$ cat src/rtl/fifo_pkg.sv
// Shared defaults for the single-clock FIFO. No types live here: the FIFO is
// self-contained and its thresholds are plain parameters.
package fifo_pkg;

   localparam int DEF_WIDTH = 8;
   localparam int DEF_DEPTH = 4;

endpackage : fifo_pkg

$ cat src/rtl/fifo_ptr.sv
// Wrap-around FIFO pointer: async reset, sync clear, increment on request.
// The MSB is the wrap bit used by the owner to tell full from empty.
module fifo_ptr #(
   parameter int PTR_WIDTH = 3
) (
   input  logic                 clk,
   input  logic                 rst,
   input  logic                 flush,
   input  logic                 inc,
   output logic [PTR_WIDTH-1:0] ptr
);

   logic [PTR_WIDTH-1:0] r_ptr;

   // NOTE: sequential state uses non-blocking assignment so every register
   // samples pre-edge values, independent of block evaluation order.
   always_ff @(posedge clk or posedge rst) begin
      if (rst) begin
         r_ptr <= '0;
      end else if (flush) begin
         r_ptr <= '0;
      end else if (inc) begin
         r_ptr <= r_ptr + 1'b1;
      end
   end

   assign ptr = r_ptr;

endmodule : fifo_ptr

$ cat src/rtl/sync_fifo.sv
// Single-clock first-word-fall-through FIFO with occupancy count, programmable
// almost-full/almost-empty thresholds, sticky error flags and synchronous flush.
module sync_fifo
   import fifo_pkg::*;
#(
   parameter int WIDTH     = DEF_WIDTH,
   parameter int DEPTH     = DEF_DEPTH,
   parameter int PTR_WIDTH = $clog2(DEPTH) + 1,
   parameter int AFULL     = DEPTH - 1,
   parameter int AEMPTY    = 1
) (
   input  logic                 clk,
   input  logic                 rst,
   input  logic                 flush,
   input  logic                 wen,
   input  logic [WIDTH-1:0]     wdata,
   input  logic                 ren,
   output logic [WIDTH-1:0]     rdata,
   output logic                 full,
   output logic                 empty,
   output logic                 almost_full,
   output logic                 almost_empty,
   output logic [PTR_WIDTH-1:0] count,
   output logic                 overflow,
   output logic                 underflow,
   input  logic                 clr_err
);

   localparam int AW = PTR_WIDTH - 1;

   logic [PTR_WIDTH-1:0] w_wr_ptr;
   logic [PTR_WIDTH-1:0] w_rd_ptr;
   logic                 w_full;
   logic                 w_empty;
   logic                 w_wr_en;
   logic                 w_rd_en;
   logic                 w_wr_rej;
   logic                 w_rd_rej;
   logic [WIDTH-1:0]     r_mem [DEPTH];
   logic                 r_overflow;
   logic                 r_underflow;

   assign w_full  = (w_wr_ptr[AW] != w_rd_ptr[AW]) && (w_wr_ptr[AW-1:0] == w_rd_ptr[AW-1:0]);
   assign w_empty = (w_wr_ptr == w_rd_ptr);

   // Full blocks writes and empty blocks reads even when the opposite side
   // frees or fills a slot in the same cycle: there is no bypass path.
   assign w_wr_en  = wen & ~w_full  & ~flush;
   assign w_rd_en  = ren & ~w_empty & ~flush;
   assign w_wr_rej = wen &  w_full  & ~flush;
   assign w_rd_rej = ren &  w_empty & ~flush;

   fifo_ptr #(.PTR_WIDTH(PTR_WIDTH)) u_wr_ptr (
      .clk   (clk),
      .rst   (rst),
      .flush (flush),
      .inc   (w_wr_en),
      .ptr   (w_wr_ptr)
   );

   fifo_ptr #(.PTR_WIDTH(PTR_WIDTH)) u_rd_ptr (
      .clk   (clk),
      .rst   (rst),
      .flush (flush),
      .inc   (w_rd_en),
      .ptr   (w_rd_ptr)
   );

   // NOTE: storage has no reset; empty/count gate its validity, and leaving
   // it unreset lets it map onto plain RAM.
   always_ff @(posedge clk) begin
      if (w_wr_en) begin
         r_mem[w_wr_ptr[AW-1:0]] <= wdata;
      end
   end

   // Clear first, then set, so a new error in a clr_err cycle still sticks.
   always_ff @(posedge clk or posedge rst) begin
      if (rst) begin
         r_overflow  <= 1'b0;
         r_underflow <= 1'b0;
      end else begin
         if (clr_err) begin
            r_overflow  <= 1'b0;
            r_underflow <= 1'b0;
         end
         if (w_wr_rej) begin
            r_overflow <= 1'b1;
         end
         if (w_rd_rej) begin
            r_underflow <= 1'b1;
         end
      end
   end

   assign rdata        = r_mem[w_rd_ptr[AW-1:0]];
   assign full         = w_full;
   assign empty        = w_empty;
   assign count        = w_wr_ptr - w_rd_ptr;
   assign almost_full  = (count >= PTR_WIDTH'(AFULL));
   assign almost_empty = (count <= PTR_WIDTH'(AEMPTY));
   assign overflow     = r_overflow;
   assign underflow    = r_underflow;

endmodule : sync_fifo

$ cat config.mk
export PLATFORM = sky130hd
export DESIGN_NAME = sync_fifo
export DESIGN_NICKNAME = d
export VERILOG_FILES = /design/src/rtl/fifo_pkg.sv /design/src/rtl/fifo_ptr.sv /design/src/rtl/sync_fifo.sv
export SDC_FILE = /design/constraint.sdc
export NUM_CORES = 1
export LEC_CHECK = 0
export ABC_AREA = 1
export BUFFER_PORTS_ARGS = -buffer_cell sky130_fd_sc_hd__buf_2
export CAP_MARGIN = 20
export CORE_MARGIN = 2
export CORE_UTILIZATION = 40
export CTS_BUF_LIST = sky130_fd_sc_hd__clkbuf_8 sky130_fd_sc_hd__clkbuf_16
export DETAILED_ROUTE_END_ITERATION = 6
export PLACE_DENSITY = 0.7
export SYNTH_ARGS = -nofsm -noshare
export SYNTH_HDL_FRONTEND = slang
export SYNTH_SLANG_ARGS = --single-unit
export TNS_END_PERCENT = 1
$ cat constraint.sdc
create_clock -name clk -period 1.95 [get_ports clk]
set_clock_uncertainty 0.05 [all_clocks]
set_input_delay 0.39 -clock clk [delete_from_list [all_inputs] [get_ports clk]]
set_output_delay 0.39 -clock clk [all_outputs]
set_load 0.005 [all_outputs]
==> impl_metrics.env <==
export IMPL_run_status="finished, violations left"
export IMPL_violations_in_the_final_reports="negative setup slack"
export IMPL_mappedNetlistNets=186
export IMPL_grt_start_max_net_pins=20
export IMPL_hold_class="input pin to flip-flop"
export IMPL_drv_cap=0
export IMPL_detail_route_iter0_violations=82
export IMPL_final_net_count=232
export IMPL_number_of_antenna_violations_at_the_first_check_in_global_routing=0
export IMPL_timing_final_max_slew_violations=0
export IMPL_clk_pin_slew_ns=0.08
export IMPL_route_detailed_drc=0
export IMPL_via_count_of_the_first_global_routing_pass=1313
export IMPL_clk_root_buffer_cell="clkbuf_8"
export IMPL_port_buffers=30
export IMPL_post_dp_hpwl_um=2490
export IMPL_final_layout_size_suffix_gt1_frac=0.308
export IMPL_numCtsBuffers=5
export IMPL_unrepaired_setup_endpoints_after_global_routing="yes"
export IMPL_layout_min_cycle_time_ns=2.17
export IMPL_post_drt_wl_per_cell_um=13.8
export IMPL_path_max_fanout=2
export IMPL_post_synth_instance_area_um2=1800
export IMPL_crit_path_frequent_cell="inv_2"
export IMPL_timing_critical_path_from_type="flip-flop"
export IMPL_synthesis_stage_register_bit_count=40
export IMPL_post_route_worst_setup_slack_ns=-0.217
export IMPL_critical_path_max_stage_delay_ns=0.40
export IMPL_drtPass1Iterations=4
export IMPL_gp_routability_congestion=0.714
export IMPL_first_pass_grt_wire_length_um=6020
export IMPL_critical_path_top_delay_family="adder cells"
export IMPL_fp_coreArea_um2=4350
export IMPL_insertion_delay_ns=0.30
export IMPL_measured_slew_at_the_worst_slew_check_pin_ns=0.332
export IMPL_vdd_drop_max_v=0.000483
export IMPL_layout_area_overhead_vs_synth_pct=26.2
export IMPL_via_per_inst=5.06
export IMPL_cp_data_required_time_ns=1.51
export IMPL_postPlaceCellArea_um2=2110
export IMPL_leakage_uw=0.000968
export IMPL_final_period_utilization=1.11
export IMPL_chipHeight_um=71.1
export IMPL_timing_critical_path_slowest_stage_cell="dfrtp_1"
export IMPL_final_cell_mix="edfxtp_1, buf_2, nor2_1"
export IMPL_power_density_of_the_placed_cells_nw_per_um2=924
export IMPL_worstSetupPathType="flip-flop to output pin"
export IMPL_synth_yosys_seq_area_share=0.645
export IMPL_clockBufferDepth=2
export IMPL_post_synth_cell_area_avg_um2=11.0
export IMPL_critical_path_endpoint_type="output pin"
export IMPL_num_fill_cells=374
export IMPL_cts_num_sinks=40
export IMPL_global_route_usage_total=0.160
export IMPL_area_of_combinational_cells_with_multiple_inputs_um2=601
export IMPL_globalRoute_totalOverflow=0
export IMPL_setup_violations_final=12
export IMPL_antenna_cells_inserted=0
export IMPL_initial_core_util=0.414
export IMPL_totalWireLength_um=3620
export IMPL_ff_latch_area_um2=1160
export IMPL_detail_route_antenna_nets=0
export IMPL_final_common_cell="edfxtp_1"
export IMPL_dpl_cell_count=251
export IMPL_floorplan_die_width_um=71.1
export IMPL_ios=31
export IMPL_critical_path_cell_chain="inv_2, ha_4, inv_2, fa_2, or2_4, nand2_2, nor2_2, buf_2"
export IMPL_clock_tree_htree_level_count=2
export IMPL_yosysWarnings=0
export IMPL_max_freq_mhz=461
export IMPL_synth_lib_cells_used_distinct=19
export IMPL_std_cell_rows=24
export IMPL_cp_arrival_ns=1.73
export IMPL_design_die_area_um2=5050
export IMPL_pre_cts_slack_ns=0.00947
export IMPL_final_cell_area_um2=2270
export IMPL_detailroute_via_count=1331
export IMPL_synthCells=164
export IMPL_critPathBufInv=3
export IMPL_layoutNonFillerInstCount=263
export IMPL_number_of_hold_violations_in_the_final_report=0
export IMPL_timing_max_slew_rel_slack=0.779
export IMPL_tritoncts="built"
## through the flow
step	utilization	TNS [ns]	power [uW]	hold slack (ns)
after floorplan	-	0	1230	0.156
after global placement	0.484	0	1390	0.303
after detailed placement	0.484	0	1400	0.309
after CTS	0.520	-1.50	2110	0.220
after global routing	0.522	-2.73	2210	0.235
final	0.522	-1.56	2100	0.220
## area by class of cell
cell class | count | share of cell area
repair buffers | 44 | 0.113
clock buffers | 5 | 0.0303
multi-input cells | 100 | 0.264
flip-flops and latches | 40 | 0.511
clock inverters | 3 | 0.0209
well taps | 52 | 0.0286
inverters | 19 | 0.0314
## state kept, by name, summed over array words and instances, names as in the netlist
| name | count |
|---|---|
| overflow | 1 |
| r_mem | 32 |
| u_rd_ptr.ptr | 3 |
| u_wr_ptr.ptr | 3 |
| underflow | 1 |
## synth_stat cells (all sizes together)
library cell  count  share of area
buf               4          0.012
clkbuf            1         0.0021
dfrtp             8           0.11
edfxtp           32           0.53
fa                1          0.011
ha                7          0.049
inv              19          0.040
nand2            20          0.044
nand3            12          0.036
nand4             6          0.021
nor2             27          0.058
o21ai            18          0.050
o22ai             8          0.028
or2               1         0.0049
## worst paths after layout
kind                                             startpoint                          end  slack, ns  cells past startpoint
worst max-delay path            u_wr_ptr.ptr[0]$_DFFE_PP0P_                 almost_empty      -0.22                      8
worst min-delay path                                clr_err        underflow$_DFFE_PP0P_       0.22                      2
worst max register to register  u_rd_ptr.ptr[1]$_DFFE_PP0P_        r_mem[1][7]$_DFFE_PP_       0.14                      7
worst min register to register        underflow$_DFFE_PP0P_        underflow$_DFFE_PP0P_       0.49                      2
max in group asynchronous                               rst  u_rd_ptr.ptr[1]$_DFFE_PP0P_       1.08                      3
min in group asynchronous                               rst  u_rd_ptr.ptr[0]$_DFFE_PP0P_       0.52                      3
## layer usage
| metal | vias up | wire [um] | global-route usage |
|---|---|---|---|
| met1 | 634 | 1520 | 0.180 |
| met5 | - | 0 | 0 |
| met4 | 0 | 78 | 0.0755 |
| met3 | 7 | 178 | 0.0513 |
| met2 | 29 | 1850 | 0.274 |
| li1 | 661 | - | - |
## kinds of logic (layout without fill, tap and decap cells)
| family | after synthesis | after routing | share of synthesized area |
|---|---|---|---|
| compound gates | 26 | 26 | 0.0778 |
| fa+ha+maj | 8 | 8 | 0.0598 |
| buf+inv | 24 | 71 | 0.0535 |
| flops | 40 | 40 | 0.645 |
| simple gates | 66 | 66 | 0.164 |
## timing repair
item                                    CTS  global route
gates cloned                              0             0
buffers inserted                          2             1
pin swaps                                 5             1
gates resized for setup                   5             0
hold endpoints to repair                  8             0
endpoints found under the setup margin   12            12
hold buffers                              1             0
## power by group
part	internal [uW]	switching, uW	total [uW]	leakage [uW]
Clock	385	310	695	0.0000583
Combinational	190	244	434	0.000510
Sequential	954	16.5	970	0.000399
Total	1530	570	2100	0.000968
No activity file was read; power rests on OpenSTA's default activity.
